## src/rtl/fifo_apb.sv

```systemverilog
// rtl/fifo_apb.sv - APB3 slave exposing a word-wide FIFO mailbox with status, control and IRQ
//
// Purpose: the host pushes words by writing DATA (0x0) and pops them by reading DATA.
//          STATUS (0x4) reports empty/full/irq_pending/count. CONTROL (0x8) holds the
//          write-1 flush bit and irq_en. THRESHOLD (0xC) holds the IRQ level.
// Ports:
//   PCLK, PRESETn        clock, synchronous active-low reset
//   PSEL, PENABLE        APB select and access phase
//   PADDR, PWRITE        address (only [3:2] decoded), direction
//   PWDATA / PRDATA      write data in, registered read data out
//   PREADY, PSLVERR      zero-wait-state completion, error on DATA full-write/empty-read
//   PSTRB, PPROT         APB4-only, ignored
//   IRQ                  registered level interrupt, active-high
module fifo_apb #(
  parameter int WIDTH_PAD = 32,
  parameter int WIDTH_PDA = 32,
  parameter int DEPTH     = 16
) (
  input  logic                 PCLK,
  input  logic                 PRESETn,
  input  logic                 PSEL,
  input  logic [WIDTH_PAD-1:0] PADDR,
  input  logic                 PENABLE,
  input  logic                 PWRITE,
  input  logic [WIDTH_PDA-1:0] PWDATA,
  output logic [WIDTH_PDA-1:0] PRDATA,
  output logic                 PREADY,
  output logic                 PSLVERR,
`ifdef AMBA_APB4
  input  logic [WIDTH_PDA/8-1:0] PSTRB,
  input  logic [2:0]           PPROT,
`endif
  output logic                 IRQ
);

  localparam int AW = $clog2(DEPTH);
  localparam int PW = AW + 1;

  localparam logic [1:0] A_DATA   = 2'd0;
  localparam logic [1:0] A_STATUS = 2'd1;
  localparam logic [1:0] A_CTRL   = 2'd2;
  localparam logic [1:0] A_THRESH = 2'd3;

  logic [WIDTH_PDA-1:0] mem_q [DEPTH];

  logic [PW-1:0]        wptr_q, wptr_d;
  logic [PW-1:0]        rptr_q, rptr_d;
  logic                 irq_en_q, irq_en_d;
  logic [7:0]           thresh_q, thresh_d;
  logic [WIDTH_PDA-1:0] prdata_q, prdata_d;
  logic                 irq_q, irq_d;

  logic [1:0]           addr_sel;
  logic                 setup_rd;
  logic                 access;
  logic [PW-1:0]        count;
  logic [8:0]           count_ext;
  logic                 empty;
  logic                 full;
  logic                 irq_pending;
  logic                 push_ok;
  logic [31:0]          status_word;
  logic [WIDTH_PDA-1:0] rd_mux;
  logic                 unused_ok;

  assign addr_sel  = PADDR[3:2];
  assign setup_rd  = PSEL & ~PENABLE & ~PWRITE;
  // Gating with PRESETn makes a reset during the access phase abort the transfer.
  assign access    = PSEL & PENABLE & PRESETn;

  // Pointer difference modulo 2^PW; the extra MSB distinguishes full from empty.
  assign count     = wptr_q - rptr_q;
  assign count_ext = 9'(count);
  assign empty     = (count == '0);
  assign full      = (count == PW'(DEPTH));
  assign irq_pending = (count_ext >= {1'b0, thresh_q}) && (thresh_q != 8'd0);

  assign push_ok   = access & PWRITE & (addr_sel == A_DATA) & ~full;

  assign status_word = {8'h00, count_ext[7:0], 13'h0000, irq_pending, full, empty};

  always_comb begin
    rd_mux = '0;
    case (addr_sel)
      A_DATA:   rd_mux = empty ? '0 : mem_q[rptr_q[AW-1:0]];
      A_STATUS: rd_mux = WIDTH_PDA'(status_word);
      A_CTRL:   rd_mux = WIDTH_PDA'({irq_en_q, 1'b0});
      A_THRESH: rd_mux = WIDTH_PDA'(thresh_q);
      default:  rd_mux = '0;
    endcase
  end

  always_comb begin
    wptr_d   = wptr_q;
    rptr_d   = rptr_q;
    irq_en_d = irq_en_q;
    thresh_d = thresh_q;
    prdata_d = prdata_q;
    // Read data is captured at the setup edge so it is stable across the access phase.
    if (setup_rd) begin
      prdata_d = rd_mux;
    end
    if (access) begin
      if (PWRITE) begin
        case (addr_sel)
          A_DATA: begin
            if (!full) wptr_d = wptr_q + PW'(1);
          end
          A_CTRL: begin
            if (PWDATA[0]) begin
              wptr_d = '0;
              rptr_d = '0;
            end
            irq_en_d = PWDATA[1];
          end
          A_THRESH: thresh_d = PWDATA[7:0];
          default: ;
        endcase
      end else if (addr_sel == A_DATA && !empty) begin
        rptr_d = rptr_q + PW'(1);
      end
    end
    irq_d = irq_pending & irq_en_q;
  end

  always_ff @(posedge PCLK) begin
    if (!PRESETn) begin
      wptr_q   <= '0;
      rptr_q   <= '0;
      irq_en_q <= 1'b0;
      thresh_q <= 8'd0;
      prdata_q <= '0;
      irq_q    <= 1'b0;
    end else begin
      wptr_q   <= wptr_d;
      rptr_q   <= rptr_d;
      irq_en_q <= irq_en_d;
      thresh_q <= thresh_d;
      prdata_q <= prdata_d;
      irq_q    <= irq_d;
    end
  end

  // Storage has no reset; contents behind the pointers are never observed.
  always_ff @(posedge PCLK) begin
    if (push_ok) begin
      mem_q[wptr_q[AW-1:0]] <= PWDATA;
    end
  end

  assign PREADY  = access;
  assign PSLVERR = access & (addr_sel == A_DATA) & (PWRITE ? full : empty);
  assign PRDATA  = prdata_q;
  assign IRQ     = irq_q;

`ifdef AMBA_APB4
  assign unused_ok = ^{PADDR[WIDTH_PAD-1:4], PADDR[1:0], count_ext[8], PSTRB, PPROT};
`else
  assign unused_ok = ^{PADDR[WIDTH_PAD-1:4], PADDR[1:0], count_ext[8]};
`endif

endmodule

```

## config.mk

```make
export PLATFORM = sky130hd
export DESIGN_NAME = fifo_apb
export DESIGN_NICKNAME = d
export VERILOG_FILES = /design/src/rtl/fifo_apb.sv
export SDC_FILE = /design/constraint.sdc
export NUM_CORES = 1
export LEC_CHECK = 0
export ABC_CLOCK_PERIOD_IN_PS = 4150
export CAP_MARGIN = 15
export CELL_PAD_IN_SITES_DETAIL_PLACEMENT = 1
export CELL_PAD_IN_SITES_GLOBAL_PLACEMENT = 2
export CORE_MARGIN = 2
export CORE_UTILIZATION = 40
export CTS_CLUSTER_SIZE = 8
export DETAILED_ROUTE_END_ITERATION = 10
export DONT_BUFFER_PORTS = 1
export PLACE_DENSITY_LB_ADDON = 0.2
export REMOVE_ABC_BUFFERS = 1
export SYNTH_ARGS = -nofsm -noshare
export SYNTH_HDL_FRONTEND = slang
export SYNTH_SLANG_ARGS = --single-unit
```

## constraint.sdc

```tcl
create_clock -name PCLK -period 4.15 [get_ports PCLK]
set_input_delay 0.2075 -clock PCLK [delete_from_list [all_inputs] [get_ports PCLK]]
set_output_delay 0.2075 -clock PCLK [all_outputs]
set_load 0.05 [all_outputs]
```

==> impl_metrics.tcl, run 1 <==
set metrics [dict create \
    result_of_the_run "complete, no violations" \
    synth_warnings 0 \
    dieArea_sq_um 57500 \
    final_number_of_hold_violating_endpoints 0 \
    pre_cts_slack_ps 550 \
    die-width_um 240 \
    cts.repair.resized 0 \
    wire_per_inst_um 26.4 \
    worst-endpoint-required_ps 4690 \
    crit_fanout 5 \
    syn_std_cell_area_sq_um 22200 \
    route.detailed.drc 0 \
    antenna_found_initial 3 \
    final_layout_size_suffix_gt1_share_pct 23.9 \
    synthArstFlopShare_pct 0 \
    finalSetupViolations 0 \
    total_wirelength_mm 53.9 \
    cts-root-buf "clkbuf_16" \
    synth_sequential_area_ratio_pct 74.2 \
    critical_path_type "register to register" \
    grt.met2_usage_pct 30.5 \
    finalPower_mw 12.6 \
    synthCells 1123 \
    overall_global_routing_usage_pct 19.3 \
    layout_setup_ws_ps 321 \
    p_leak_nw 8.09 \
    synth_top_flop_cell "edfxtp_1" \
    timing.critical_path.from_type "register" \
    worst-slew-pin-transition_ps 1200 \
    placedCellCount 1852 \
    final_core_utilization_pct 47.6 \
    worstSkewPairLatency_ps 610 \
    hpwl_mm 30.0 \
    busiest_layer_in_global_routing "met2" \
    maxCapViolCount 0 \
    place.gp.congestion 0.821 \
    placement.cell_area_sq_um 23400 \
    finalCriticalPeriod_ps 3830 \
    hold-worst-slack_ps 44.1 \
    postCtsHoldBufs 40 \
    placeableCoreArea_sq_um 55000 \
    filler_cell_count 5037 \
    synth_enable_flop_cells 512 \
    routed-via-count 11100 \
    count_of_tritonroute_iterations_in_the_first_routing_pass 4 \
    tritoncts "built" \
    path_clk_slew_ps 60 \
    rows 86 \
    detail_route.iter0.violations 793 \
    met1_track_utilization_from_global_routing_pct 27.1 \
    first_pass_grt_wire_length_mm 80.0 \
    postCtsSetupRepairBufs 0 \
    synth_cell_type_count 56 \
    place.port_buffers 0 \
    globalRoute.totalOverflow 0 \
    grtUsageMet3_pct 4.07 \
    clock_path_buffers 3 \
    fmax_ghz 0.261 \
    die_height_um 240 \
    avgSynthCellArea_sq_um 19.8 \
    post-route-period-util_pct 92.3 \
    crit_path_end_kind "register" \
    cts_num_sinks 568 \
    worst_case_headroom_to_the_max_slew_limit_pct 19.7 \
    ioPinCount 104 \
    layout.cell_area.non_filler_sq_um 26200 \
    path_category_of_the_worst_min_delay_check "input pin to register" \
    p_per_area_nw_per_um2 482 \
    rsz0062_at_grt "false" \
    numCtsBuffers 81 \
    layout_common_cells "edfxtp_1, mux4_2, clkbuf_16" \
    finalClockSkew_ps 18.8 \
    final.setup.tns_ps 0 \
    pin_count_of_the_biggest_net_entering_global_routing 44 \
    stdcell_count 2042 \
    synth_seq_cells 568 \
    start_util_pct 40.4 \
    final_net_count 1311 \
    worstPathArrival_ps 4370 \
    ir_drop_uv 306 \
    slew_violations 0 \
    viasPerCell 5.44 \
    cts-htree-levels 3 \
    grt_pass1_vias 11900 \
    postRouteAntennaNets 0 \
    areaGrowthSynthToFinish_pct 17.9 \
    layout.cells.most_common "edfxtp_1" \
]
==> synth_stat cells (3+ instances only) <==
cell      number  share of area, %
nor2_1        39              0.66
clkbuf_1      25              0.42
edfxtp_1     512                69
nor2b_1        3             0.084
buf_4          7              0.24
or3_1          4              0.11
and3_1        21              0.59
a31oi_1        8              0.23
o21ai_0       15              0.34
mux4_2       130                13
buf_6          5              0.25
nor3b_1        3              0.10
mux2_2        21               1.1
nand3_1       27              0.61
nand2b_1       3             0.084
a22oi_1        4              0.14
o21ai_1       20              0.45
a21oi_1       35              0.79
o21a_1         3              0.10
ha_1          14              0.79
nand2_1       35              0.59
inv_1         16              0.27
mux2i_1       58               2.6
nand4_1        3             0.084
buf_2         17              0.38
dfxtp_1       56               5.0
==> layer usage <==
layer  part of all wire (%)  wire, um
met5                  0.045        24
met4                    2.2      1200
met2                     48     25600
met3                    4.6      2460
met1                     46     24600
==> worst max-delay path: stages, from the launching register on <==
cell and delay (ps):
dfxtp_1 410, inv_1 130, ha_1 220, inv_1 70
fa_1 480, nand3b_1 230, a211o_1 330, a211oi_2 290
buf_4 210, a22oi_1 100, dlygate4sd3_1 600, a21oi_1 140
dlygate4sd3_1 560
==> power by group <==
group / leakage (nW) / internal, mW / switching [mW]
clock: 1.14 / 3.74 / 2.46
combinational: 1.89 / 0.0425 / 0.119
sequential: 5.05 / 6.24 / 0.0134
==> final timing paths <==
path	cells past startpoint	slack, ps	from	to
setup / recovery	12	320	wptr_q[0]	PRDATA[1]
hold / removal	4	40	PWRITE	PRDATA[4]
setup reg to reg	12	320	wptr_q[0]	PRDATA[1]
hold reg to reg	2	510	rptr_q[4]	rptr_q[4]
==> registers in the layout, summed over array words and instances, names as in the netlist, named ones only <==
signal,flops
rptr_q,5
thresh_q,8
PRDATA,32
irq_en_q,1
wptr_q,5
mem_q,512
IRQ,1
==> logic make-up (layout without fill, tap and decap cells) <==
kind of cell / Yosys count / after routing / synth area share (%)
flops: 568 / 568 / 74.2
other cells: 0 / 1 / 0
xor+xnor: 4 / 4 / 0.191
buf+inv: 71 / 241 / 1.58
compound gates: 104 / 104 / 2.84
mux: 209 / 209 / 16.8
simple gates: 152 / 152 / 3.44
fa+ha+maj: 15 / 15 / 0.878
==> layout make-up <==
class                           count  area [sq um]  area share [%]
Antenna cell                        1          2.50         0.00955
Tap cell                          748           936            3.57
Clock inverter                      8           126           0.482
Inverter                           16          60.1           0.229
Sequential cell                   568         16500            63.0
Clock buffer                      141          2280            8.72
Timing Repair Buffer               76           871            3.32
Multi-Input combinational cell    484          5410            20.7
(Power assumes the default switching activity.)
==> run 2, diff against run 1 <==
Settings changed: CORE_ASPECT_RATIO from default to 0.5.
==> run 2 against run 1 <==
Critical path depth fell by 2; wire length rose by 1.4%; via count fell by 0.20%; global-route usage rose by 0.41 points; register-to-register slack improved by 170 ps; fmax rose by 4.6%; cell area fell by 0.22%; critical path type unchanged.
==> impl_metrics.tcl, run 2 (synthesis gave the netlist of run 1 again) <==
set metrics [dict create \
    result_of_the_run "complete, no violations" \
    hold_start "PRESETn" \
    p_leak_nw 8.03 \
    met1_track_utilization_from_global_routing_pct 27.9 \
    hpwl_mm 31.1 \
    final_layout_size_suffix_gt1_share_pct 23.3 \
    start_util_pct 40.2 \
    final_number_of_hold_violating_endpoints 0 \
    crit_path_end_kind "register" \
    globalRoute.totalOverflow 0 \
    timing.reg2reg.setup_slack_ps 490 \
    holdPathEnd "PRDATA[8]" \
    die-width_um 337 \
    placedCellCount 1855 \
    clock_path_buffers 3 \
    worst-slew-pin-transition_ps 1210 \
    timing.critical_path.from_type "register" \
    grt_pass1_vias 12200 \
    ioPinCount 104 \
    viasPerCell 5.43 \
    routed-via-count 11100 \
    placement.cell_area_sq_um 23400 \
    ir_drop_uv 279 \
    rows 61 \
    p_per_area_nw_per_um2 476 \
    clock_power_share_pct 48.5 \
    post-route-period-util_pct 88.2 \
    reg2regPathDepth 10 \
    critPathMostFrequentCell "inv_1" \
    timing.critical_path.cells "inv_1, ha_1, inv_1, fa_1, nand3b_1, a211o_1, a211oi_2, nor2_2, and3_2, buf_12" \
    maxCapViolCount 0 \
    die_height_um 171 \
    rsz0062_at_grt "false" \
    overall_global_routing_usage_pct 19.7 \
    grt.met2_usage_pct 31.6 \
    finalSetupViolations 0 \
    antenna_found_initial 1 \
    critical_path_type "register to register" \
    first_pass_grt_wire_length_mm 81.9 \
    p_sw_share_pct 20.4 \
    worst_case_headroom_to_the_max_slew_limit_pct 19.6 \
    wire_per_inst_um 26.7 \
    timing.hold.worst_path_depth 2 \
    regToRegEndpoint "mem_q[6][1]" \
    fmax_ghz 0.273 \
    p_int_mw 9.92 \
    path_clk_slew_ps 60 \
    place.gp.congestion 0.774 \
    tritoncts "built" \
    largest_register_ff_count 512 \
    worst-endpoint-required_ps 4470 \
    cp.depth 10 \
    path_delay_family "simple AND/OR/NAND/NOR gates" \
    finalClockSkew_ps 35.6 \
    layout_common_cells "edfxtp_1, mux4_2, clkbuf_16" \
    pin_count_of_the_biggest_net_entering_global_routing 54 \
    dieArea_sq_um 57600 \
    critical_path_buf_inv_count 3 \
    antennaDiodeCount 0 \
    total_wirelength_mm 54.6 \
    total_switching_power_mw 2.53 \
    worstPathArrival_ps 3980 \
    postRouteAntennaNets 0 \
    power_frac_comb_pct 1.3 \
    cts-htree-levels 3 \
    stdcell_count 2042 \
    grtUsageMet3_pct 3.64 \
    regArea_sq_um 16500 \
    cts_num_sinks 568 \
    count_of_tritonroute_iterations_in_the_first_routing_pass 5 \
    path_category_of_the_worst_min_delay_check "input pin to register" \
    busiest_layer_in_global_routing "met2" \
    route.detailed.drc 0 \
    worstSkewPairLatency_ps 600 \
    multi_input_comb_area_sq_um 5410 \
    cts.repair.resized 0 \
    slowest_delay_ps 500 \
    place.port_buffers 0 \
    finalCriticalPeriod_ps 3660 \
    power_frac_seq_pct 50.2 \
    numCtsBuffers 80 \
    layout.cell_area.non_filler_sq_um 26100 \
    postCtsSetupRepairBufs 0 \
    detail_route.iter0.violations 884 \
    crit_fanout 19 \
    cts-root-buf "clkbuf_16" \
    filler_cell_count 5117 \
    rr_startpoint "wptr_q[0]" \
    areaGrowthSynthToFinish_pct 17.6 \
    final_net_count 1304 \
    slew_violations 0 \
    slowest_stage "a211oi_2" \
    layout.cells.most_common "edfxtp_1" \
    placeableCoreArea_sq_um 55300 \
]
-- run 2: changes by cell type in the layout (fill, tap and decap cells not counted) --
cell / delta
clkbuf_1: +4
diode_2: -1
buf_12: +6
clkinv_1: -1
buf_4: -11
clkinv_2: -1
clkbuf_16: -2
clkbuf_8: -1
dlygate4sd3_1: -1
inv_6: +1
clkinv_16: -2
clkinv_8: +1
-- run 2: through the flow --
step	setup slack, ps	total power [mW]	util, %	setup TNS [ps]	hold WS [ps]
3_5_place_dp	558	6.43	42.4	0	307
4_1_cts	530	12.6	47.3	0	39.0
5_1_grt	305	12.8	47.3	0	75.5
3_3_place_gp	672	6.43	42.4	0	307
2_1_floorplan	-2630	6.40	-	-76840	306
6_report	489	12.5	47.3	0	46.2
-- run 2: cell type report --
| cell class | count | area share, % |
|---|---|---|
| flip-flops and latches | 568 | 63.2 |
| clock buffers | 142 | 8.55 |
| inverters | 16 | 0.230 |
| clock inverters | 6 | 0.316 |
| multi-input cells | 484 | 20.7 |
| well taps | 756 | 3.62 |
| repair buffers | 70 | 3.44 |
-- run 2: how the worst max path moves through the flow --
stage	startpoint	end	slack, ps
after global routing	wptr_q[0]	PSLVERR	300
after CTS	wptr_q[0]	mem_q[13][23]	530
final	wptr_q[0]	mem_q[6][1]	490
after global placement	wptr_q[0]	mem_q[13][21]	670
after floorplan	register	PRDATA[1]	-2630
after detailed placement	wptr_q[0]	mem_q[13][23]	560
-- run 2: per-layer routing --
metal  part of all wire [%]  routed length [um]
met1                     46               25300
met4                    1.8                 999
met3                    4.0                2170
met5                      0                   0
met2                     48               26100
-- run 2: what timing repair did --
item	in CTS	in global routing
hold endpoints to repair	541	0
hold buffers	39	0
setup endpoints to repair	0	0
-- run 2: power groups by stage --
stage | sequential (mW) | clock (mW) | combinational [mW]
final | 6.25 | 6.04 | 0.160
after global routing | 6.25 | 6.42 | 0.176
after CTS | 6.25 | 6.17 | 0.163
after detailed placement | 6.37 | 0 | 0.0611
after global placement | 6.37 | 0 | 0.0601
after floorplan | 6.37 | 0 | 0.0351
